File: src/rtl/arm_pkg.sv
// Shared execute-stage definitions: ALU command codes, shifter types,
// status bit positions and the EX->MEM register layout.
package arm_pkg;

    localparam logic [3:0] EXE_MOV = 4'b0001;
    localparam logic [3:0] EXE_ADD = 4'b0010;
    localparam logic [3:0] EXE_ADC = 4'b0011;
    localparam logic [3:0] EXE_SUB = 4'b0100;
    localparam logic [3:0] EXE_SBC = 4'b0101;
    localparam logic [3:0] EXE_AND = 4'b0110;
    localparam logic [3:0] EXE_ORR = 4'b0111;
    localparam logic [3:0] EXE_EOR = 4'b1000;
    localparam logic [3:0] EXE_MVN = 4'b1001;

    localparam logic [1:0] SHIFT_LSL = 2'b00;
    localparam logic [1:0] SHIFT_LSR = 2'b01;
    localparam logic [1:0] SHIFT_ASR = 2'b10;
    localparam logic [1:0] SHIFT_ROR = 2'b11;

    localparam int ST_N = 3;
    localparam int ST_Z = 2;
    localparam int ST_C = 1;
    localparam int ST_V = 0;

    typedef struct packed {
        logic [31:0] alu_result;
        logic [31:0] st_val;
        logic [3:0]  dest;
        logic        mem_read;
        logic        mem_write;
        logic        wb_en;
    } ex_mem_t;

    // A rotate amount of 0 yields v unchanged: the left shift by 32 is all zeros.
    function automatic logic [31:0] ror32(input logic [31:0] v, input logic [4:0] amt);
        return (v >> amt) | (v << (6'd32 - {1'b0, amt}));
    endfunction

endpackage

File: src/rtl/stage_ex_unit_alu.sv
// Combinational ALU: result plus NZCV; C/V pass through for non-arithmetic ops
// and valid drops for unrecognised commands so the caller can hold status.
module alu
    import arm_pkg::*;
(
    input  logic [31:0] a,
    input  logic [31:0] b,
    input  logic [3:0]  cmd,
    input  logic        cin,
    input  logic        vin,
    output logic [31:0] res,
    output logic        n,
    output logic        z,
    output logic        c,
    output logic        v,
    output logic        valid
);

    logic [32:0] sum;

    always_comb begin
        sum   = '0;
        res   = '0;
        c     = cin;
        v     = vin;
        valid = 1'b1;
        case (cmd)
            EXE_MOV: res = b;
            EXE_MVN: res = ~b;
            EXE_ADD, EXE_ADC: begin
                sum = {1'b0, a} + {1'b0, b} + {32'b0, (cmd == EXE_ADC) & cin};
                res = sum[31:0];
                c   = sum[32];
                v   = (a[31] == b[31]) && (res[31] != a[31]);
            end
            // bit 32 of the 33-bit difference is the borrow
            EXE_SUB, EXE_SBC: begin
                sum = {1'b0, a} - {1'b0, b} - {32'b0, (cmd == EXE_SBC) & ~cin};
                res = sum[31:0];
                c   = ~sum[32];
                v   = (a[31] != b[31]) && (res[31] != a[31]);
            end
            EXE_AND: res = a & b;
            EXE_ORR: res = a | b;
            EXE_EOR: res = a ^ b;
            default: valid = 1'b0;
        endcase
    end

    assign n = res[31];
    assign z = (res == 32'd0);

endmodule

File: src/rtl/stage_ex_unit.sv
// Execute stage: Val2 generation, ALU, NZCV status register, branch target
// adder and the EX->MEM pipeline register.
module stage_ex_unit
    import arm_pkg::*;
#(
    parameter int XLEN        = 32,
    parameter bit RST_PC_ZERO = 1'b1
) (
    input  logic        clk,
    input  logic        rst,
    input  logic [31:0] pc_in,
    input  logic [31:0] reg1_in,
    input  logic [31:0] reg2_in,
    input  logic [3:0]  exe_cmd_in,
    input  logic        mem_read_in,
    input  logic        mem_write_in,
    input  logic        wb_en_in,
    input  logic        b_in,
    input  logic        s_in,
    input  logic        imm_in,
    input  logic [11:0] shift_operand_in,
    input  logic [23:0] imm24_in,
    input  logic [3:0]  dest_in,
    output logic        branch_taken,
    output logic [31:0] branch_addr,
    output logic [3:0]  status,
    output logic [31:0] alu_result_out,
    output logic [31:0] st_val_out,
    output logic [3:0]  dest_out,
    output logic        mem_read_out,
    output logic        mem_write_out,
    output logic        wb_en_out
);

    if (XLEN != 32 || !RST_PC_ZERO) begin : g_bad_cfg
        $error("stage_ex_unit supports only XLEN=32 and RST_PC_ZERO=1");
    end

    logic [31:0] val2;
    logic [31:0] alu_res;
    logic        alu_n, alu_z, alu_c, alu_v, alu_valid;
    logic [3:0]  status_d, status_q;
    ex_mem_t     ex_mem_d, ex_mem_q;

    always_comb begin
        val2 = reg2_in;
        if (mem_read_in || mem_write_in) begin
            val2 = {20'b0, shift_operand_in};
        end else if (imm_in) begin
            val2 = ror32({24'b0, shift_operand_in[7:0]}, {shift_operand_in[11:8], 1'b0});
        end else if (!shift_operand_in[4]) begin
            case (shift_operand_in[6:5])
                SHIFT_LSL: val2 = reg2_in << shift_operand_in[11:7];
                SHIFT_LSR: val2 = reg2_in >> shift_operand_in[11:7];
                SHIFT_ASR: val2 = $signed(reg2_in) >>> shift_operand_in[11:7];
                SHIFT_ROR: val2 = ror32(reg2_in, shift_operand_in[11:7]);
                default:   val2 = reg2_in;
            endcase
        end
    end

    alu u_alu (
        .a     (reg1_in),
        .b     (val2),
        .cmd   (exe_cmd_in),
        .cin   (status_q[ST_C]),
        .vin   (status_q[ST_V]),
        .res   (alu_res),
        .n     (alu_n),
        .z     (alu_z),
        .c     (alu_c),
        .v     (alu_v),
        .valid (alu_valid)
    );

    assign branch_taken = b_in;
    assign branch_addr  = pc_in + {{6{imm24_in[23]}}, imm24_in, 2'b00};

    always_comb begin
        status_d = status_q;
        if (s_in && !b_in && alu_valid) begin
            status_d[ST_N] = alu_n;
            status_d[ST_Z] = alu_z;
            status_d[ST_C] = alu_c;
            status_d[ST_V] = alu_v;
        end
        ex_mem_d.alu_result = alu_res;
        ex_mem_d.st_val     = reg2_in;
        ex_mem_d.dest       = dest_in;
        ex_mem_d.mem_read   = mem_read_in;
        ex_mem_d.mem_write  = mem_write_in;
        ex_mem_d.wb_en      = wb_en_in;
    end

    always_ff @(posedge clk or negedge rst) begin
        if (!rst) begin
            status_q <= '0;
            ex_mem_q <= '0;
        end else begin
            status_q <= status_d;
            ex_mem_q <= ex_mem_d;
        end
    end

    assign status         = status_q;
    assign alu_result_out = ex_mem_q.alu_result;
    assign st_val_out     = ex_mem_q.st_val;
    assign dest_out       = ex_mem_q.dest;
    assign mem_read_out   = ex_mem_q.mem_read;
    assign mem_write_out  = ex_mem_q.mem_write;
    assign wb_en_out      = ex_mem_q.wb_en;

endmodule
File: config.mk
export PLATFORM = sky130hd
export DESIGN_NAME = stage_ex_unit
export DESIGN_NICKNAME = d
export VERILOG_FILES = /design/src/rtl/arm_pkg.sv /design/src/rtl/stage_ex_unit_alu.sv /design/src/rtl/stage_ex_unit.sv
export SDC_FILE = /design/constraint.sdc
export NUM_CORES = 1
export LEC_CHECK = 0
export ABC_AREA = 1
export BUFFER_PORTS_ARGS = -buffer_cell sky130_fd_sc_hd__buf_2
export CELL_PAD_IN_SITES_DETAIL_PLACEMENT = 1
export CELL_PAD_IN_SITES_GLOBAL_PLACEMENT = 1
export CORE_MARGIN = 4
export CORE_UTILIZATION = 43
export DETAILED_ROUTE_END_ITERATION = 10
export PLACE_DENSITY_LB_ADDON = 0.15
export REMOVE_ABC_BUFFERS = 1
export SLEW_MARGIN = 20
export SYNTH_ARGS = -nofsm -noshare
export SYNTH_HDL_FRONTEND = slang
export SYNTH_HIERARCHICAL = 1
export SYNTH_SLANG_ARGS = --single-unit
export TNS_END_PERCENT = 50
File: constraint.sdc
create_clock -name clk -period 8.6 [get_ports clk]
set_clock_uncertainty 0.1 [all_clocks]
set_input_delay 0.43 -clock clk [delete_from_list [all_inputs] [get_ports clk]]
set_output_delay 0.43 -clock clk [all_outputs]
set_load 0.05 [all_outputs]
==> flow_summary.json, run 1 <==
{
  "num_rows": 74,
  "synth_area_sq_um": 18000,
  "die-area_sq_um": 45100,
  "h-tree-depth": 3,
  "ant_nets": 0,
  "cts_made_buffers": 9,
  "grt_overflow": 0,
  "dr_total_vias": 25200,
  "n_fill_cell": 6188,
  "p_clk_frac": 0.173,
  "drt-initial-drc-count": 2767,
  "grt_setup_unrepaired": "false",
  "critPathMostFrequentCell": "nand2_1",
  "synth-seq-area-share": 0.104,
  "hpwl_mm": 83.5,
  "die_y_um": 212,
  "cts.sinks": 75,
  "hp-class": "in -> reg",
  "place.gp.congestion": 1.10,
  "grt_util_all_layers": 0.442,
  "min_period_over_period": 0.806,
  "slew_headroom": 0.289,
  "wl_mm": 104,
  "clk_latency_ps": 390,
  "multiInputGateArea_sq_um": 13700,
  "antenna_found_initial": 6,
  "slowest_delay_ps": 730,
  "grt_pass1_wl_mm": 153,
  "fmaxAchievable_mhz": 144,
  "vdd_drop_max_uv": 159,
  "ys_top_cells_by_area": "nand2_1, nand3_1, ha_1, dfrtp_1, inv_1",
  "switching_share": 0.587,
  "ys_async_sr_fraction": 1.00,
  "cts_root_buf": "clkbuf_16",
  "register_area_sq_um": 1880,
  "die_w_um": 212,
  "tightest_slew_ps": 1060,
  "io_buffer_count": 251,
  "drtPass1Iterations": 6,
  "layout-drive-gt1-share": 0.105,
  "synth_common_cells": "nand2_1, inv_1, nand3_1",
  "syn_inst": 3351,
  "arrival_ps": 7170,
  "p_switching_w": 0.00156,
  "grt_max_degree": 67,
  "period_minus_slack_ps": 6930,
  "worstSetupPathType": "in -> reg",
  "wire_per_inst_um": 25.5,
  "drv_slew": 0,
  "finalSetupViolations": 0,
  "start_util": 0.437,
  "status": "completed",
  "comb_power_share": 0.672,
  "path_clk_slew_ps": 80,
  "grt_pass1_vias": 25500,
  "synth-edff-count": 0,
  "start_kind": "input pin",
  "cp-end-kind": "flop",
  "tns_ps": 0,
  "internal_power_w": 0.00109,
  "cts_tree": "yes",
  "pre_cts_ws_ps": 1650,
  "nets": 3838,
  "cp.required_ps": 8840,
  "drc_errors": 0,
  "yosysTopAreaCellShare": 0.233,
  "yosysMostFrequentCell": "nand2_1",
  "yosys_register_bits": 75,
  "pwr-share-seq": 0.155,
  "synth_cell_type_count": 60,
  "drv_cap": 0,
  "core_sq_um": 41100,
  "cp_max_fo": 38,
  "setup_ws_ps": 1670,
  "cts_buffer_depth": 2,
  "hold_viol": 0,
  "yosys.area.top_type": "nand2_1",
  "area_growth_pct": 10.5,
  "crit_slowest_cell": "ha_1",
  "yosysWarnings": 6,
  "leakage_nw": 11.1,
  "post_drt_via_cell_ratio": 6.19,
  "p_per_area_nw_per_um2": 134,
  "io_pins": 256,
  "synth_flop_cell": "dfrtp_1",
  "syn_avg_cell_area_sq_um": 5.36
}
[path summary, 6_finish.rpt]
check | start | to | slack (ps) | cells after the start
setup / recovery | shift_operand_in[7] | status[2] | 1670 | 33
hold / removal | dest_in[2] | dest_out[2] | 40 | 1
setup reg to reg | status[1] | status[2] | 3990 | 26
hold reg to reg | status[2] | status[2] | 540 | 1
max in group asynchronous | rst | st_val_out[25] | 6740 | 3
min in group asynchronous | rst | st_val_out[12] | 330 | 2
[critical path, delay by kind of cell]
family                   cells  cell delay (ps)
AO/OA/AOI/OAI                1              420
buffers and inverters        6             1430
AND/OR/NAND/NOR             22             3030
adder cells (fa/ha/maj)      3             1660
multiplexers                 1              160
[through the flow]
stage | std cells | total power (W) | area (sq um) | utilization | hold slack (ps)
finish | 4066 | 0.00265 | 19900 | 0.483 | 39.2
CTS | 4064 | 0.00260 | 19900 | 0.483 | 21.4
detailed placement | 4047 | 0.00212 | 19500 | 0.475 | 194
floorplan | 3233 | 0.00150 | 17400 | - | 34.4
global placement | 4047 | 0.00206 | 19500 | 0.475 | 189
global route | 4064 | 0.00278 | 19900 | 0.483 | 26.7
[registers in the layout, summed over array words and instances (netlist names)]
name and count:
dest_out 4, wb_en_out 1, st_val_out 32, status 4, mem_read_out 1, alu_result_out 32, mem_write_out 1
[power groups by stage]
stage / logic (W) / registers, W / clock network (W)
final: 0.00178 / 0.000412 / 0.000459
after floorplan: 0.000963 / 0.000539 / 0
after CTS: 0.00172 / 0.000409 / 0.000468
after global placement: 0.00165 / 0.000413 / 0
after detailed placement: 0.00171 / 0.000415 / 0
after global routing: 0.00189 / 0.000413 / 0.000476
[cell families after synthesis]
kind of cell / count (synthesis) / synth area share
simple gates: 1967 / 0.464
buf+inv: 597 / 0.135
compound gates: 513 / 0.161
fa+ha+maj: 163 / 0.116
flops: 75 / 0.104
xor+xnor: 30 / 0.0165
mux: 6 / 0.00362
[metal layers]
layer  GRT usage  wire length (um)  share of wire
met2       0.726             47300           0.46
met4       0.309              8910          0.086
met5           0                34        0.00033
met1       0.517             38100           0.37
met3      0.0876              9130          0.088
[layout by cell type (no fill, tap or decap), drive strengths merged, types with 6 or more instances in the layout]
cell type | synthesis | layout
buf | 72 | 282
o21bai | 8 | 8
nor3 | 31 | 31
a21oi | 193 | 193
o21a | 6 | 6
ha | 158 | 158
clkbuf | 46 | 9
dfrtp | 75 | 75
o211ai | 27 | 27
inv | 471 | 475
nand3b | 16 | 16
and2 | 13 | 13
o22ai | 52 | 52
o21ai | 163 | 163
nand3 | 429 | 429
xnor2 | 14 | 14
nand4 | 29 | 29
xor2 | 16 | 16
nand2 | 1137 | 1137
clkinv | 8 | 8
a211oi | 23 | 23
nor2 | 295 | 295
a21o | 6 | 6
a31oi | 19 | 19
or2 | 9 | 9
[final cells by class]
| cell class | instances | area share |
|---|---|---|
| timing repair buffer | 283 | 0.0756 |
| clock buffer | 9 | 0.0113 |
| multi-input combinational | 2679 | 0.689 |
| sequential | 75 | 0.0945 |
| tap | 532 | 0.0335 |
| antenna | 2 | 0.000252 |
| inverter | 479 | 0.0909 |
| clock inverter | 7 | 0.00529 |
[timing repair]
item,CTS,global route
endpoints found under the hold margin,9,0
setup buffers,0,0
hold buffers,1,0
resized for setup,0,0
No activity file was read; power rests on OpenSTA's default activity.
==> run 2: changes to the inputs <==
- CORE_UTILIZATION: 43 -> 36
- clock period: 8.6 -> 6.2 ns (I/O delays scaled with it)
==> run 2 against run 1 <==
  * Die area is 19% higher
  * Critical path type unchanged
  * Combinational power is 45% higher
  * Count of clock-buffer cells in the layout is 1 higher
  * Routed wire length is 4.1% higher
  * Total power is 41% higher
  * Register-to-register slack worse by 2000 ps
  * Sequential share of layout area is 0.54 points lower
  * Critical endpoint unchanged
  * Global-route usage is 5.2 points lower
  * Worst setup slack worse by 1300 ps
  * Design area is 6.1% higher
  * Highest routed layer unchanged
  * Critical path depth is 4 lower
  * Hold slack worse by 3.1 ps
==> flow_summary.json, run 2 (synthesis results as in run 1) <==
{
  "internal_power_w": 0.00157,
  "die_y_um": 231,
  "hp-class": "in -> reg",
  "worstReg2RegEnd": "status[2]",
  "vdd_drop_max_uv": 181,
  "cp-end-kind": "flop",
  "dpl.cell_count": 4293,
  "grt_max_degree": 91,
  "wl_mm": 108,
  "status": "completed",
  "final_common_cell": "nand2_1",
  "cts_buffer_depth": 2,
  "arrival_ps": 6020,
  "wire_per_inst_um": 24.9,
  "drv_cap": 0,
  "h-tree-depth": 3,
  "num_rows": 81,
  "holdCritStartpoint": "reg2_in[24]",
  "finalSetupViolations": 0,
  "cts.sinks": 75,
  "io_pins": 256,
  "pwr-share-seq": 0.151,
  "slowest_delay_ps": 450,
  "fin_util": 0.429,
  "cp_max_fo": 33,
  "die-area_sq_um": 53600,
  "io_buffer_count": 251,
  "min_period_over_period": 0.940,
  "drc_errors": 0,
  "leakage_nw": 11.7,
  "dr_total_vias": 25200,
  "start_util": 0.366,
  "clk_latency_ps": 400,
  "die_w_um": 231,
  "drt-initial-drc-count": 2009,
  "area_growth_pct": 17.2,
  "grt_util_all_layers": 0.390,
  "drtPass1Iterations": 5,
  "slew_headroom": 0.287,
  "path_clk_slew_ps": 70,
  "postCtsSetupBuffers": 0,
  "p_clk_frac": 0.161,
  "place.gp.congestion": 1.04,
  "cts_tree": "yes",
  "worstSetupPathType": "in -> reg",
  "fmaxAchievable_mhz": 172,
  "min_path_cells": 1,
  "core_sq_um": 49200,
  "grt_overflow": 0,
  "ff2ff_path_depth": 22,
  "stdcell_count": 4328,
  "antenna_found_initial": 1,
  "ant_nets": 0,
  "r2r_slack_ps": 1960,
  "hold_viol": 0,
  "layout-drive-gt1-share": 0.132,
  "tightest_slew_ps": 1060,
  "post_drt_via_cell_ratio": 5.83,
  "cts_made_buffers": 9,
  "crit_slowest_cell": "nor2_4",
  "switching_share": 0.581,
  "drv_slew": 0,
  "start_kind": "input pin",
  "grt_pass1_vias": 25800,
  "final_cell_mix": "nand2_1, inv_1, nand3_1, nor2_1, buf_2",
  "nets": 3969,
  "p_switching_w": 0.00218,
  "hpwl_mm": 89.4,
  "period_minus_slack_ps": 5830,
  "comb_power_share": 0.688,
  "rr_startpoint": "status[1]",
  "cts_root_buf": "clkbuf_16",
  "min_to": "st_val_out[24]",
  "grt_setup_unrepaired": "false",
  "p_per_area_nw_per_um2": 178,
  "cp.required_ps": 6390,
  "grt_pass1_wl_mm": 160
}
-- run 2: cell count changes in the layout (fill, tap and decap cells not counted), moves of 2 or more --
cell           before  now
inv_6               4    1
dlygate4sd3_1       1   18
buf_12              0    2
clkinv_4            0    2
buf_4              32  144
-- run 2: metal layers --
metal	vias up	track usage	wire, um
met5	-	0	13
met4	2	0.207	6800
met3	307	0.0531	7130
met2	1193	0.667	51000
met1	12300	0.476	42900
li1	11500	-	-
-- run 2: worst max path at each step --
stage | endpoint | depth (start not counted) | from | slack (ps)
3_3_place_gp | status[0] | 30 | shift_operand_in[9] | -4
3_5_place_dp | status[0] | 30 | shift_operand_in[9] | -70
4_1_cts | status[0] | 30 | shift_operand_in[9] | 350
2_1_floorplan | status[2] | 40 | shift_operand_in[9] | 150
5_1_grt | status[2] | 31 | shift_operand_in[9] | 70
6_report | status[2] | 29 | shift_operand_in[9] | 370
-- run 2: area by class of cell --
cell class,instances,area (sq um)
fillers,7205,28100
multi-input cells,2679,13700
repair buffers,414,2550
flip-flops and latches,75,1880
inverters,479,1810
well taps,664,831
clock buffers,10,239
clock inverters,6,73.8
diodes,1,2.50
-- run 2: critical path, delay by kind of cell --
family	cells	cell delay [ps]
AO/OA/AOI/OAI	3	570
XOR/XNOR	1	230
adder cells (fa/ha/maj)	2	720
buffers and inverters	5	860
multiplexers	1	250
AND/OR/NAND/NOR	17	3070
-- run 2: power by group through the flow --
stage               sequential, W  combinational [W]  clock, W
floorplan                0.000747            0.00134         0
global placement         0.000573            0.00245         0
finish                   0.000566            0.00258  0.000604
global route             0.000570            0.00275  0.000640
detailed placement       0.000574            0.00250         0
CTS                      0.000566            0.00252  0.000622
-- run 2: metrics by stage --
step	cell area [sq um]	total power [W]	setup WS [ps]	hold WS, ps	TNS [ps]
after detailed placement	20600	0.00307	-70.4	148	-137
final	21100	0.00375	371	36.0	0
after global placement	20600	0.00302	-4.24	131	-4.24
after floorplan	17400	0.00208	154	-85.6	0
after CTS	21100	0.00371	350	1.11	0
after global routing	21100	0.00396	71.7	13.4	0
-- run 2: repair_timing --
item	in CTS	in global routing
setup endpoints to repair	0	1
hold buffers	18	0
hold endpoints to repair	43	0
gates resized for setup	0	1
